**src/rtl/retire_insn_encoder_pkg.sv**
```systemverilog
// Shared types and constants for the retire-side instruction encoder.
//   opcode_t        : uop operation codes, as carried on the ROB commit port
//   M_WIDTH         : PC width
//   LG_PRF_ENTRIES  : register-index width on the uop (low 5 bits are architectural)
//   OPC_* / CSR_*   : RV32 major opcodes and counter CSR numbers
//   enc_*           : field packers for the RV32 instruction formats
package retire_insn_encoder_pkg;

  localparam int M_WIDTH        = 32;
  localparam int LG_PRF_ENTRIES = 6;

  typedef enum logic [6:0] {
    OP_ADDI, OP_SLTI, OP_SLTIU, OP_XORI, OP_ORI, OP_ANDI,
    OP_SLLI, OP_SRLI, OP_SRAI,
    OP_ADD, OP_SUB, OP_SLL, OP_SLT, OP_SLTU, OP_XOR, OP_SRL, OP_SRA, OP_OR, OP_AND,
    OP_MUL, OP_MULH, OP_MULHSU, OP_MULHU, OP_DIV, OP_DIVU, OP_REM, OP_REMU,
    OP_LB, OP_LH, OP_LW, OP_LBU, OP_LHU,
    OP_SB, OP_SH, OP_SW,
    OP_LUI, OP_AUIPC,
    OP_BEQ, OP_BNE, OP_BLT, OP_BGE, OP_BLTU, OP_BGEU,
    OP_JAL, OP_J, OP_JALR, OP_JR, OP_RET,
    OP_NOP, OP_BREAK, OP_MONITOR,
    OP_RDCYCLE, OP_RDCYCLEH, OP_RDINSTRET, OP_RDINSTRETH,
    OP_II
  } opcode_t;

  localparam logic [6:0] OPC_LOAD  = 7'h03;
  localparam logic [6:0] OPC_OPIMM = 7'h13;
  localparam logic [6:0] OPC_AUIPC = 7'h17;
  localparam logic [6:0] OPC_STORE = 7'h23;
  localparam logic [6:0] OPC_OP    = 7'h33;
  localparam logic [6:0] OPC_LUI   = 7'h37;
  localparam logic [6:0] OPC_BR    = 7'h63;
  localparam logic [6:0] OPC_JALR  = 7'h67;
  localparam logic [6:0] OPC_JAL   = 7'h6f;
  localparam logic [6:0] OPC_SYS   = 7'h73;

  localparam logic [11:0] CSR_CYCLE    = 12'hC00;
  localparam logic [11:0] CSR_CYCLEH   = 12'hC80;
  localparam logic [11:0] CSR_INSTRET  = 12'hC02;
  localparam logic [11:0] CSR_INSTRETH = 12'hC82;

  localparam logic [6:0] F7_BASE   = 7'h00;
  localparam logic [6:0] F7_ALT    = 7'h20;
  localparam logic [6:0] F7_MULDIV = 7'h01;

  localparam logic [31:0] INSN_NOP     = 32'h0000_0013;
  localparam logic [31:0] INSN_BREAK   = 32'h0000_0073;
  localparam logic [31:0] INSN_MONITOR = 32'h0010_0073;

  function automatic logic [31:0] enc_r(input logic [6:0] f7, input logic [4:0] rs2,
                                        input logic [4:0] rs1, input logic [2:0] f3,
                                        input logic [4:0] rd, input logic [6:0] opc);
    return {f7, rs2, rs1, f3, rd, opc};
  endfunction

  function automatic logic [31:0] enc_i(input logic [11:0] imm, input logic [4:0] rs1,
                                        input logic [2:0] f3, input logic [4:0] rd,
                                        input logic [6:0] opc);
    return {imm, rs1, f3, rd, opc};
  endfunction

  function automatic logic [31:0] enc_s(input logic [11:0] imm, input logic [4:0] rs2,
                                        input logic [4:0] rs1, input logic [2:0] f3);
    return {imm[11:5], rs2, rs1, f3, imm[4:0], OPC_STORE};
  endfunction

  function automatic logic [31:0] enc_b(input logic [12:1] off, input logic [4:0] rs2,
                                        input logic [4:0] rs1, input logic [2:0] f3);
    return {off[12], off[10:5], rs2, rs1, f3, off[4:1], off[11], OPC_BR};
  endfunction

  function automatic logic [31:0] enc_u(input logic [19:0] imm, input logic [4:0] rd,
                                        input logic [6:0] opc);
    return {imm, rd, opc};
  endfunction

  function automatic logic [31:0] enc_j(input logic [20:1] off, input logic [4:0] rd);
    return {off[20], off[10:1], off[11], off[19:12], rd, OPC_JAL};
  endfunction

endpackage

```
**src/rtl/retire_insn_encoder_pack.sv**
```systemverilog
// rv_insn_pack: purely combinational re-encoder from a retired uop to its
// canonical RV32IM instruction word.
//   op, rd, rs1, rs2, rvimm, pc : uop fields (register indices already 5 bits)
//   insn                        : encoded word, 0 when bad
//   bad                         : op unknown/illegal or PC-relative offset unencodable
module rv_insn_pack
  import retire_insn_encoder_pkg::*;
(
  input  opcode_t              op,
  input  logic [4:0]           rd,
  input  logic [4:0]           rs1,
  input  logic [4:0]           rs2,
  input  logic [31:0]          rvimm,
  input  logic [M_WIDTH-1:0]   pc,
  output logic [31:0]          insn,
  output logic                 bad
);

  logic [31:0] off;
  logic        br_bad;
  logic        jal_bad;
  logic [31:0] word;
  logic        unk;
  logic        range_bad;

  // rvimm carries the absolute target for PC-relative ops; recover the offset.
  assign off = rvimm - 32'(pc);

  // Sign-fit means every bit above the field's sign bit equals it.
  assign br_bad  = ~((&off[31:12]) | ~(|off[31:12])) | off[0];
  assign jal_bad = ~((&off[31:20]) | ~(|off[31:20])) | off[0];

  always_comb begin
    word      = '0;
    unk       = 1'b0;
    range_bad = 1'b0;
    case (op)
      OP_ADDI   : word = enc_i(rvimm[11:0], rs1, 3'b000, rd, OPC_OPIMM);
      OP_SLTI   : word = enc_i(rvimm[11:0], rs1, 3'b010, rd, OPC_OPIMM);
      OP_SLTIU  : word = enc_i(rvimm[11:0], rs1, 3'b011, rd, OPC_OPIMM);
      OP_XORI   : word = enc_i(rvimm[11:0], rs1, 3'b100, rd, OPC_OPIMM);
      OP_ORI    : word = enc_i(rvimm[11:0], rs1, 3'b110, rd, OPC_OPIMM);
      OP_ANDI   : word = enc_i(rvimm[11:0], rs1, 3'b111, rd, OPC_OPIMM);
      OP_SLLI   : word = enc_r(F7_BASE, rvimm[4:0], rs1, 3'b001, rd, OPC_OPIMM);
      OP_SRLI   : word = enc_r(F7_BASE, rvimm[4:0], rs1, 3'b101, rd, OPC_OPIMM);
      OP_SRAI   : word = enc_r(F7_ALT,  rvimm[4:0], rs1, 3'b101, rd, OPC_OPIMM);
      OP_ADD    : word = enc_r(F7_BASE, rs2, rs1, 3'b000, rd, OPC_OP);
      OP_SUB    : word = enc_r(F7_ALT,  rs2, rs1, 3'b000, rd, OPC_OP);
      OP_SLL    : word = enc_r(F7_BASE, rs2, rs1, 3'b001, rd, OPC_OP);
      OP_SLT    : word = enc_r(F7_BASE, rs2, rs1, 3'b010, rd, OPC_OP);
      OP_SLTU   : word = enc_r(F7_BASE, rs2, rs1, 3'b011, rd, OPC_OP);
      OP_XOR    : word = enc_r(F7_BASE, rs2, rs1, 3'b100, rd, OPC_OP);
      OP_SRL    : word = enc_r(F7_BASE, rs2, rs1, 3'b101, rd, OPC_OP);
      OP_SRA    : word = enc_r(F7_ALT,  rs2, rs1, 3'b101, rd, OPC_OP);
      OP_OR     : word = enc_r(F7_BASE, rs2, rs1, 3'b110, rd, OPC_OP);
      OP_AND    : word = enc_r(F7_BASE, rs2, rs1, 3'b111, rd, OPC_OP);
      OP_MUL    : word = enc_r(F7_MULDIV, rs2, rs1, 3'b000, rd, OPC_OP);
      OP_MULH   : word = enc_r(F7_MULDIV, rs2, rs1, 3'b001, rd, OPC_OP);
      OP_MULHSU : word = enc_r(F7_MULDIV, rs2, rs1, 3'b010, rd, OPC_OP);
      OP_MULHU  : word = enc_r(F7_MULDIV, rs2, rs1, 3'b011, rd, OPC_OP);
      OP_DIV    : word = enc_r(F7_MULDIV, rs2, rs1, 3'b100, rd, OPC_OP);
      OP_DIVU   : word = enc_r(F7_MULDIV, rs2, rs1, 3'b101, rd, OPC_OP);
      OP_REM    : word = enc_r(F7_MULDIV, rs2, rs1, 3'b110, rd, OPC_OP);
      OP_REMU   : word = enc_r(F7_MULDIV, rs2, rs1, 3'b111, rd, OPC_OP);
      OP_LB     : word = enc_i(rvimm[11:0], rs1, 3'b000, rd, OPC_LOAD);
      OP_LH     : word = enc_i(rvimm[11:0], rs1, 3'b001, rd, OPC_LOAD);
      OP_LW     : word = enc_i(rvimm[11:0], rs1, 3'b010, rd, OPC_LOAD);
      OP_LBU    : word = enc_i(rvimm[11:0], rs1, 3'b100, rd, OPC_LOAD);
      OP_LHU    : word = enc_i(rvimm[11:0], rs1, 3'b101, rd, OPC_LOAD);
      OP_SB     : word = enc_s(rvimm[11:0], rs2, rs1, 3'b000);
      OP_SH     : word = enc_s(rvimm[11:0], rs2, rs1, 3'b001);
      OP_SW     : word = enc_s(rvimm[11:0], rs2, rs1, 3'b010);
      OP_LUI    : word = enc_u(rvimm[31:12], rd, OPC_LUI);
      OP_AUIPC  : word = enc_u(off[31:12], rd, OPC_AUIPC);
      OP_BEQ    : begin word = enc_b(off[12:1], rs2, rs1, 3'b000); range_bad = br_bad; end
      OP_BNE    : begin word = enc_b(off[12:1], rs2, rs1, 3'b001); range_bad = br_bad; end
      OP_BLT    : begin word = enc_b(off[12:1], rs2, rs1, 3'b100); range_bad = br_bad; end
      OP_BGE    : begin word = enc_b(off[12:1], rs2, rs1, 3'b101); range_bad = br_bad; end
      OP_BLTU   : begin word = enc_b(off[12:1], rs2, rs1, 3'b110); range_bad = br_bad; end
      OP_BGEU   : begin word = enc_b(off[12:1], rs2, rs1, 3'b111); range_bad = br_bad; end
      OP_JAL    : begin word = enc_j(off[20:1], rd);   range_bad = jal_bad; end
      OP_J      : begin word = enc_j(off[20:1], 5'd0); range_bad = jal_bad; end
      OP_JALR   : word = enc_i(rvimm[11:0], rs1, 3'b000, rd,   OPC_JALR);
      OP_JR     : word = enc_i(rvimm[11:0], rs1, 3'b000, 5'd0, OPC_JALR);
      OP_RET    : word = enc_i(12'd0,       rs1, 3'b000, 5'd0, OPC_JALR);
      OP_NOP    : word = INSN_NOP;
      OP_BREAK  : word = INSN_BREAK;
      OP_MONITOR: word = INSN_MONITOR;
      OP_RDCYCLE   : word = enc_i(CSR_CYCLE,    5'd0, 3'b010, rd, OPC_SYS);
      OP_RDCYCLEH  : word = enc_i(CSR_CYCLEH,   5'd0, 3'b010, rd, OPC_SYS);
      OP_RDINSTRET : word = enc_i(CSR_INSTRET,  5'd0, 3'b010, rd, OPC_SYS);
      OP_RDINSTRETH: word = enc_i(CSR_INSTRETH, 5'd0, 3'b010, rd, OPC_SYS);
      default   : unk = 1'b1;
    endcase
  end

  assign bad  = unk | range_bad;
  assign insn = bad ? '0 : word;

endmodule

```
**src/rtl/retire_insn_encoder.sv**
```systemverilog
// retire_insn_encoder: re-encodes retired uops into canonical RV32IM words and
// queues them (with their PC) in a DEPTH-entry FIFO for the co-sim checker.
//   clk, reset_n (async, active-low)
//   in_valid/in_ready + in_op/in_dst/in_srcA/in_srcB/in_rvimm/in_pc : commit side
//   out_valid/out_ready + out_insn/out_pc/out_bad                  : trace side
// Optional: define ENC_ERR_COUNT_EN to add err_count (saturating count of bad
// pushes) and err_sticky (set on first bad push, cleared only by reset).
module retire_insn_encoder
  import retire_insn_encoder_pkg::*;
#(
  parameter int DEPTH    = 4,
  parameter int LG_DEPTH = $clog2(DEPTH)
) (
  input  logic                        clk,
  input  logic                        reset_n,
  input  logic                        in_valid,
  output logic                        in_ready,
  input  opcode_t                     in_op,
  input  logic [LG_PRF_ENTRIES-1:0]   in_dst,
  input  logic [LG_PRF_ENTRIES-1:0]   in_srcA,
  input  logic [LG_PRF_ENTRIES-1:0]   in_srcB,
  input  logic [31:0]                 in_rvimm,
  input  logic [M_WIDTH-1:0]          in_pc,
  output logic                        out_valid,
  input  logic                        out_ready,
  output logic [31:0]                 out_insn,
  output logic [M_WIDTH-1:0]          out_pc,
  output logic                        out_bad
`ifdef ENC_ERR_COUNT_EN
  ,
  output logic [31:0]                 err_count,
  output logic                        err_sticky
`endif
);

  localparam logic [LG_DEPTH:0] CNT_FULL = (LG_DEPTH+1)'(DEPTH);

  logic [31:0]         enc_insn;
  logic                enc_bad;
  logic [31:0]         insn_mem [DEPTH];
  logic [M_WIDTH-1:0]  pc_mem   [DEPTH];
  logic [DEPTH-1:0]    bad_mem;
  logic [LG_DEPTH-1:0] rd_ptr;
  logic [LG_DEPTH-1:0] wr_ptr;
  logic [LG_DEPTH:0]   count;
  logic                push;
  logic                pop;
  logic                unused_prf_hi;

  // Only the architectural part of the register indices is encoded.
  assign unused_prf_hi = ^{in_dst[LG_PRF_ENTRIES-1:5], in_srcA[LG_PRF_ENTRIES-1:5],
                           in_srcB[LG_PRF_ENTRIES-1:5]};

  rv_insn_pack u_pack (
    .op    (in_op),
    .rd    (in_dst[4:0]),
    .rs1   (in_srcA[4:0]),
    .rs2   (in_srcB[4:0]),
    .rvimm (in_rvimm),
    .pc    (in_pc),
    .insn  (enc_insn),
    .bad   (enc_bad)
  );

  assign out_valid = (count != '0);
  assign pop       = out_valid & out_ready;
  // A full FIFO still accepts when the head leaves in the same cycle.
  assign in_ready  = (count < CNT_FULL) | pop;
  assign push      = in_valid & in_ready;

  // Head fields are masked so a reset (async count clear) zeroes them at once.
  assign out_insn = out_valid ? insn_mem[rd_ptr] : '0;
  assign out_pc   = out_valid ? pc_mem[rd_ptr]   : '0;
  assign out_bad  = out_valid & bad_mem[rd_ptr];

  always_ff @(posedge clk) begin
    if (push) begin
      insn_mem[wr_ptr] <= enc_insn;
      pc_mem[wr_ptr]   <= in_pc;
      bad_mem[wr_ptr]  <= enc_bad;
    end
  end

  always_ff @(posedge clk or negedge reset_n) begin
    if (!reset_n) begin
      rd_ptr <= '0;
      wr_ptr <= '0;
      count  <= '0;
    end else begin
      if (push) wr_ptr <= wr_ptr + LG_DEPTH'(1);
      if (pop)  rd_ptr <= rd_ptr + LG_DEPTH'(1);
      case ({push, pop})
        2'b10:   count <= count + (LG_DEPTH+1)'(1);
        2'b01:   count <= count - (LG_DEPTH+1)'(1);
        default: count <= count;
      endcase
    end
  end

`ifdef ENC_ERR_COUNT_EN
  always_ff @(posedge clk or negedge reset_n) begin
    if (!reset_n) begin
      err_count  <= '0;
      err_sticky <= 1'b0;
    end else if (push && enc_bad) begin
      if (err_count != '1) err_count <= err_count + 32'd1;
      err_sticky <= 1'b1;
    end
  end
`endif

endmodule

```
**config.mk**
```make
export PLATFORM = sky130hd
export DESIGN_NAME = retire_insn_encoder
export DESIGN_NICKNAME = d
export VERILOG_FILES = /design/src/rtl/retire_insn_encoder_pkg.sv /design/src/rtl/retire_insn_encoder_pack.sv /design/src/rtl/retire_insn_encoder.sv
export SDC_FILE = /design/constraint.sdc
export NUM_CORES = 1
export LEC_CHECK = 0
export CAP_MARGIN = 20
export CORE_ASPECT_RATIO = 2
export CORE_UTILIZATION = 51
export CTS_CLUSTER_DIAMETER = 120
export DETAILED_ROUTE_END_ITERATION = 16
export PLACE_DENSITY_LB_ADDON = 0.25
export SLEW_MARGIN = 20
export SYNTH_ARGS = -nofsm -noshare
export SYNTH_HDL_FRONTEND = slang
export SYNTH_SLANG_ARGS = --single-unit
```
**constraint.sdc**
```tcl
create_clock -name clk -period 2.8 [get_ports clk]
set_clock_uncertainty 0.15 [all_clocks]
set_input_delay 0.7 -clock clk [delete_from_list [all_inputs] [get_ports clk]]
set_output_delay 0.7 -clock clk [all_outputs]
set_load 0.1 [all_outputs]
```
# --- Yosys cells after proc, flatten, opt, wreduce, memory -nomap -nowiden ---
# Memories as Yosys holds them, arrays and structs flattened.
# Cells that the tools add are included.
op_classes:
  n_eq_ne: 56
  n_addsub: 5
  mux: 14
  n_lt_le_gt_ge: 4
  n_bitwise: 13
  reduce_logical: 11
op_table:
  columns: ["cell", "count"]
  rows:
  - ["32-bit one-hot mux with 55 select lines", 1]
  - ["7-bit by 6-bit equality test with 1-bit output (second input constant)", 23]
  - ["7-bit by 5-bit equality test with 1-bit output (second input constant)", 16]
  - ["32-bit 2-to-1 mux", 3]
  - ["7-bit by 4-bit equality test with 1-bit output (second input constant)", 8]
  - ["55-bit OR reduction", 1]
  - ["32-bit subtractor", 1]
  - ["7-bit by 3-bit equality test with 1-bit output (second input constant)", 4]
  - ["20-bit AND reduction", 1]
  - ["20-bit OR reduction", 1]
  - ["7-bit by 2-bit equality test with 1-bit output (second input constant)", 2]
  - ["12-bit AND reduction", 1]
  - ["12-bit OR reduction", 1]
  - ["7-bit by 1-bit equality test with 1-bit output (second input constant)", 1]
  - ["7-bit zero test", 1]
  - ["2-bit by 3-bit less-than comparator with 1-bit output (second input constant)", 2]
  - ["1-bit OR", 6]
  - ["3-bit one-hot mux with 2 select lines", 1]
  - ["6-bit OR reduction", 1]
  - ["1-bit 2-to-1 mux", 5]
  - ["2-bit by 1-bit adder with 2-bit output (second input constant)", 2]
  - ["4-bit bitwise mux", 1]
  - ["1-bit inverter", 4]
  - ["3-bit by 1-bit adder with 3-bit output (second input constant)", 1]
  - ["13 further kinds", 15]
totals:
  out_inout_bits: 67
  in_bits: 93
  regBits: 11
  mem_count: 2
  ramBits: 256
memory_table:
  columns: ["memory", "depth", "width", "rd", "rd_clocked_by_memory_dff", "write_ports", "line", "source"]
  rows:
  - ["insn_mem", 4, 32, 1, 0, 1, "retire_insn_encoder.sv:40", "logic [31:0] insn_mem [DEPTH];"]
  - ["pc_mem", 4, 32, 1, 0, 1, "retire_insn_encoder.sv:41", "logic [M_WIDTH-1:0] pc_mem [DEPTH];"]

# --- Depth between registers and ports, before layout ---
# Gate-level depths: netlist of run 1.
depth:
  word_depth: 9
  depth_mapped: 14
  ltp_nobuf: 13

# --- Modules after synthesis ---
# A second synthesis of run 1 with hierarchy kept.
unflattened:
  hier_cells: 1061
  hier_area_um2: 13958.4
by_module_without_submodules:
  columns: ["mod", "area_each_um2", "cells_each", "instances", "seq_area_each_um2"]
  rows:
  - ["retire_insn_encoder", 10262.3, 450, 1, 7982.7]
  - ["rv_insn_pack", 3696.0, 611, 1, 0.0]

# --- Least setup slack after synthesis of run 1 ---
# OpenSTA, ideal clock, no wires.
synth_path:
  path_type: "input to register"
  start: "in in_rvimm[0]"
  end: "mem insn_mem[0][2] (data pin)"
  slack_ns: -1.260
  path_buffers: 0
  t_arrival_ns: 3.705
  cell_stages: 13
  cell_sequence: "inv_1 > ha_1 > fa_1 > nor2b_1 > o211ai_2 > a211oi_4 > nor2_1 > xnor2_1 > a2111oi_0 > a41oi_1 > or4_1 > o311a_4 > a2111oi_4"
synth_between:
  elab_chain_len: 9
  word_cells_on_any_way: 16
synth_rtl:
  columns: ["element", "line", "source"]
  rows:
  - ["start, declared", "retire_insn_encoder.sv:22", "input logic [31:0] in_rvimm,"]
  - ["32-bit subtractor (*)", "retire_insn_encoder_pack.sv:27", "assign off = rvimm - 32'(pc);"]
  - ["20-bit OR reduction / 12-bit OR reduction (equally long branches)", "retire_insn_encoder_pack.sv:30, retire_insn_encoder_pack.sv:31", null]
  - ["1-bit inverter (on tied branches)", "retire_insn_encoder_pack.sv:30, retire_insn_encoder_pack.sv:31", null]
  - ["1-bit OR (on tied branches)", "retire_insn_encoder_pack.sv:30, retire_insn_encoder_pack.sv:31", null]
  - ["1-bit inverter (on tied branches)", "retire_insn_encoder_pack.sv:30, retire_insn_encoder_pack.sv:31", null]
  - ["1-bit OR (on tied branches)", "retire_insn_encoder_pack.sv:30, retire_insn_encoder_pack.sv:31", null]
  - ["1-bit one-hot mux with 2 select lines (*)", "retire_insn_encoder_pack.sv:37", "case (op)"]
  - ["1-bit OR (*)", "retire_insn_encoder_pack.sv:97", "assign bad = unk | range_bad;"]
  - ["32-bit 2-to-1 mux (*)", "retire_insn_encoder_pack.sv:98", "assign insn = bad ? '0 : word;"]
  - ["named net enc_insn[2]", "retire_insn_encoder.sv:38", "logic [31:0] enc_insn;"]
  - ["end, declared", "retire_insn_encoder.sv:40", null]
# The timed path passes the listed nets; every way through them passes the cells marked *.

# --- Worst setup path after layout of run 1 ---
layout_path:
  start: "in in_pc[7]"
  end: "mem insn_mem[3][5] (data pin)"
layout_between:
  elab_chain_len: 9
  word_cells_on_any_way: 16
layout_rtl:
  columns: ["element", "line", "source"]
  rows:
  - ["start, declared", "retire_insn_encoder.sv:23", "input logic [M_WIDTH-1:0] in_pc,"]
  - ["32-bit subtractor (*)", "retire_insn_encoder_pack.sv:27", null]
  - ["20-bit OR reduction / 12-bit OR reduction (equally long branches)", "retire_insn_encoder_pack.sv:30, retire_insn_encoder_pack.sv:31", null]
  - ["1-bit inverter (on tied branches)", "retire_insn_encoder_pack.sv:30, retire_insn_encoder_pack.sv:31", null]
  - ["1-bit OR (on tied branches)", "retire_insn_encoder_pack.sv:30, retire_insn_encoder_pack.sv:31", null]
  - ["1-bit inverter (on tied branches)", "retire_insn_encoder_pack.sv:30, retire_insn_encoder_pack.sv:31", null]
  - ["1-bit OR (on tied branches)", "retire_insn_encoder_pack.sv:30, retire_insn_encoder_pack.sv:31", null]
  - ["1-bit one-hot mux with 2 select lines (*)", "retire_insn_encoder_pack.sv:37", null]
  - ["1-bit OR (*)", "retire_insn_encoder_pack.sv:97", null]
  - ["32-bit 2-to-1 mux (*)", "retire_insn_encoder_pack.sv:98", null]
  - ["named net enc_insn[5]", "retire_insn_encoder.sv:38", null]
# Marks and branches as above.

==> report_table.html, run 1 <==
<table>
<tr><th>Metric</th><th>Value</th></tr>
<tr><th colspan="2">Outcome</th></tr>
<tr><td>Status</td><td>finished with violations</td></tr>
<tr><td>Violations in the final reports</td><td>negative setup slack</td></tr>
<tr><th colspan="2">Logic synthesis</th></tr>
<tr><td>Average cell area after synthesis</td><td>13.2 um2</td></tr>
<tr><td>Synthesized area</td><td>0.0137 mm2</td></tr>
<tr><td>Share of the yosys chip area belonging to registers</td><td>0.573</td></tr>
<tr><td>Syn_nets</td><td>1170</td></tr>
<tr><td>Post-Syn Instances</td><td>1039</td></tr>
<tr><td>Synth Flop Type</td><td>edfxtp_1</td></tr>
<tr><td>EDFF count, synth</td><td>256</td></tr>
<tr><td>Syn. warnings</td><td>0</td></tr>
<tr><td>Distinct cell type count of the synthesized netlist</td><td>83</td></tr>
<tr><td>Post-synthesis async set-or-reset flop share</td><td>0.0266</td></tr>
<tr><td>Number of storage elements in the synthesis netlist</td><td>263</td></tr>
<tr><th colspan="2">Clock tree</th></tr>
<tr><td>CTS tree</td><td>done</td></tr>
<tr><td>Number of CTS-inserted buffers</td><td>22</td></tr>
<tr><td>Number of levels the H-tree was split into</td><td>1</td></tr>
<tr><td>Maximum buffer depth of the clock tree</td><td>3</td></tr>
<tr><td>Clk Latency, worst-skew pair</td><td>520 ps</td></tr>
<tr><td>Sinks on Clock Net</td><td>263</td></tr>
<tr><td>Clock slew at reported path FFs</td><td>70 ps</td></tr>
<tr><td>CTS Hold Buffers Added</td><td>0</td></tr>
<tr><td>Cell chosen for the clock root</td><td>clkbuf_16</td></tr>
<tr><th colspan="2">Timing</th></tr>
<tr><td>Setup slack of the critical path after layout</td><td>-1090 ps</td></tr>
<tr><td>Hold Violations, Final</td><td>0</td></tr>
<tr><td>Number of endpoints failing setup at the final stage</td><td>189</td></tr>
<tr><td>Post-route worst hold slack</td><td>247 ps</td></tr>
<tr><td>Transition time of the tightest slew-check pin</td><td>596 ps</td></tr>
<tr><td>FMAX</td><td>0.257 GHz</td></tr>
<tr><td>Pins over their slew limit</td><td>0</td></tr>
<tr><td>Share of the clock period used by the worst path after layout</td><td>1.39</td></tr>
<tr><td>Shortest period the worst path allows</td><td>3890 ps</td></tr>
<tr><td>Slew Limit Headroom</td><td>0.603</td></tr>
<tr><td>Setup TNS</td><td>-142720 ps</td></tr>
<tr><td>Unrepaired setup endpoints after global routing</td><td>true</td></tr>
<tr><th colspan="2">Layout</th></tr>
<tr><td>Area taken by multi-input logic gates</td><td>0.00671 mm2</td></tr>
<tr><td>Area of all placed cells without fillers</td><td>0.0211 mm2</td></tr>
<tr><td>Filler cell count in the final layout</td><td>1488</td></tr>
<tr><td>Commonest non-fill, non-tap cell in the layout</td><td>buf_4</td></tr>
<tr><td>Most frequent cells in the layout</td><td>buf_4 (286), edfxtp_1 (256), buf_12 (89), and2_4 (66), mux4_2 (64)</td></tr>
<tr><td>Layout area overhead</td><td>54.1%</td></tr>
<tr><td>Utilization after layout</td><td>0.801</td></tr>
<tr><td>Area taken by flip-flops and latches</td><td>0.00787 mm2</td></tr>
<tr><td>Number of nets in the finished design</td><td>1633</td></tr>
<tr><td>Layout cells sized above 1</td><td>0.501</td></tr>
<tr><th colspan="2">Placed design</th></tr>
<tr><td>Total half-perimeter wirelength after legalization and detailed placement</td><td>33800 um</td></tr>
<tr><td>Weighted congestion reported at the end of routability-driven placement</td><td>1.04</td></tr>
<tr><td>Number of port buffers</td><td>156</td></tr>
<tr><td>Standard cell area after detailed placement</td><td>0.0188 mm2</td></tr>
<tr><th colspan="2">Global route</th></tr>
<tr><td>First-pass GRT wire length</td><td>69700 um</td></tr>
<tr><td>Initial antenna violation count</td><td>2</td></tr>
<tr><td>Largest net degree at the start of global routing</td><td>40</td></tr>
<tr><td>GRT Residual Overflow</td><td>0</td></tr>
<tr><td>GRT Overall Usage</td><td>0.347</td></tr>
<tr><td>Number of global-route vias before repair</td><td>12000</td></tr>
<tr><th colspan="2">Job</th></tr>
<tr><td>Max Cap Viol</td><td>0</td></tr>
<tr><th colspan="2">Die</th></tr>
<tr><td>Core ar.</td><td>0.0264 mm2</td></tr>
<tr><td>Row Count</td><td>84</td></tr>
<tr><td>Die span in x</td><td>118 um</td></tr>
<tr><td>Die area</td><td>0.0276 mm2</td></tr>
<tr><td>Height of the chip</td><td>234 um</td></tr>
<tr><td>Count of boundary I/O pins</td><td>160</td></tr>
<tr><td>Effective utilization at floorplan</td><td>0.520</td></tr>
<tr><th colspan="2">Setup path</th></tr>
<tr><td>Critical Path AT</td><td>4120 ps</td></tr>
<tr><td>Cell family with the largest share of critical-path delay</td><td>compound AO/OA/AOI/OAI gates</td></tr>
<tr><td>Required arrival time at the worst endpoint</td><td>3030 ps</td></tr>
<tr><td>Highest-delay cell along the critical path</td><td>o311a_4</td></tr>
<tr><td>Type of the setup path with the least slack</td><td>in2reg</td></tr>
<tr><td>Worst reg2reg setup slack</td><td>240 ps</td></tr>
<tr><td>Delay of the slowest critical-path stage</td><td>500 ps</td></tr>
<tr><td>Worst path cell trace</td><td>dlygate4sd2_1 &gt; inv_1 &gt; ha_4 &gt; and3_4 &gt; o21ai_4 &gt; a211oi_4 &gt; nor3_2 &gt; or4_4 &gt; o211a_4 &gt; nor4b_4 &gt; nand2_1 &gt; o311a_4 &gt; buf_12 &gt; a31oi_4</td></tr>
<tr><td>Maximum fanout along the worst path</td><td>8</td></tr>
<tr><td>Total buffers and inverters traversed by the critical path</td><td>3</td></tr>
<tr><td>Worst Setup Start Kind</td><td>input port</td></tr>
<tr><td>Element type at the critical path end</td><td>register</td></tr>
<tr><th colspan="2">Detailed routing</th></tr>
<tr><td>Total wirelength of the detailed-routed design</td><td>48400 um</td></tr>
<tr><td>Detail-routed via count per cell</td><td>6.09</td></tr>
<tr><td>Number of design rule violations left after detail routing</td><td>0</td></tr>
<tr><td>Pre-antenna DRT Iters</td><td>7</td></tr>
<tr><td>Detailed-route wire length per cell</td><td>26.0 um</td></tr>
<tr><td>Routed Antenna Nets</td><td>0</td></tr>
<tr><td>DRC violation total after the first TritonRoute iteration</td><td>704</td></tr>
<tr><td>Vias</td><td>11300</td></tr>
<tr><th colspan="2">Power and ir drop</th></tr>
<tr><td>Power per standard cell area</td><td>1150 mW/mm2</td></tr>
<tr><td>Worst vdd rail ir drop</td><td>1030 uV</td></tr>
<tr><td>Static leakage</td><td>0.00794 uW</td></tr>
<tr><td>Final Power</td><td>24400 uW</td></tr>
<tr><th colspan="2">Min path</th></tr>
<tr><td>Worst hold path class</td><td>in2reg</td></tr>
</table>
## routing by layer
metal | up-vias | wire [um] | GRT usage
met2 | 502 | 27000 | 0.669
met3 | 164 | 2420 | 0.0430
met1 | 5699 | 15100 | 0.333
li1 | 4970 | - | -
met4 | 0 | 3880 | 0.258
met5 | - | 0 | 0
## path summary, 6_finish.rpt
kind                       cells past startpoint      from        endpoint
setup / recovery                              14  in_pc[7]  insn_mem[3][5]
max in group asynchronous                      1   reset_n       rd_ptr[0]
min in group asynchronous                      1   reset_n        count[2]
hold / removal                                 1  in_pc[2]    pc_mem[1][2]
setup reg to reg                               7  count[1]        count[1]
hold reg to reg                                1  count[0]        count[0]
## final cells by class
class | count | share of cell area
Clock inverter | 11 | 0.00580
Tap cell | 344 | 0.0204
Clock buffer | 27 | 0.0289
Inverter | 53 | 0.00977
Multi-Input combinational cell | 670 | 0.317
Antenna cell | 2 | 0.000237
Sequential cell | 263 | 0.372
Timing Repair Buffer | 492 | 0.245
## per-stage QoR
step,cells,setup WS [ps]
after floorplan,1039,-1140
after global placement,1783,-2120
after detailed placement,1783,-2180
after global routing,1862,-1180
final,1862,-1090
after CTS,1858,-940
## flip-flops by register name, summed over array words and instances, names as in the netlist
name / cells
wr_ptr: 2
insn_mem: 124
rd_ptr: 2
count: 3
pc_mem: 128
bad_mem: 4
## power breakdown
part	internal (uW)	switching [uW]	total [uW]	leakage [uW]
Combinational	6550	9280	15800	0.00521
Sequential	5130	271	5400	0.00237
Clock	1750	1390	3130	0.000363
Total	13400	10900	24400	0.00794
## timing repair
| action | CTS | global route |
|---|---|---|
| gates cloned | 5 | 2 |
| setup buffers | 32 | 6 |
| endpoints found under the setup margin | 189 | 190 |
| resized for setup | 314 | 63 |
| pin swaps | 47 | 35 |
## synth_stat cells (19+ instances only)
| master | instances | share of area |
|---|---|---|
| xnor2_1 | 23 | 0.015 |
| mux4_2 | 64 | 0.11 |
| nand2_1 | 67 | 0.018 |
| edfxtp_1 | 256 | 0.56 |
| clkbuf_1 | 33 | 0.0090 |
| a21oi_1 | 55 | 0.020 |
| o21ai_0 | 40 | 0.015 |
| nand3_1 | 19 | 0.0069 |
| ha_1 | 36 | 0.033 |
| nor2_1 | 71 | 0.019 |
| and2_1 | 69 | 0.031 |
| inv_1 | 53 | 0.015 |
## cell families after synthesis
kind of cell	count (synthesis)	share of synthesized area
AND/OR/NAND/NOR	307	0.115
flip-flops	263	0.573
AO/OA/AOI/OAI	229	0.119
buffers and inverters	106	0.0312
multiplexers	65	0.106
adder cells (fa/ha/maj)	39	0.0365
XOR/XNOR	30	0.0192
## worst register-to-register path, delay by kind of cell (launching register included)
| family | cells | cell delay [ps] |
|---|---|---|
| and+or+nand+nor | 2 | 760 |
| DFF | 1 | 400 |
| buffers and inverters | 2 | 290 |
| adders and majority gates | 2 | 610 |
| AOI/OAI and AO/OA | 1 | 240 |
No activity file was read; power rests on OpenSTA's default activity.
==> run 2: changes to the inputs <==
--- a/config.mk
+++ b/config.mk
@@ -11,7 +11,7 @@
 export CTS_CLUSTER_DIAMETER = 120
 export DETAILED_ROUTE_END_ITERATION = 16
 export PLACE_DENSITY_LB_ADDON = 0.25
-export SLEW_MARGIN = 20
+export SLEW_MARGIN = 40
 export SYNTH_ARGS = -nofsm -noshare
 export SYNTH_HDL_FRONTEND = slang
 export SYNTH_SLANG_ARGS = --single-unit
==> results of run 2 <==
Final layout, timing and power as in run 1 (identical DEF).
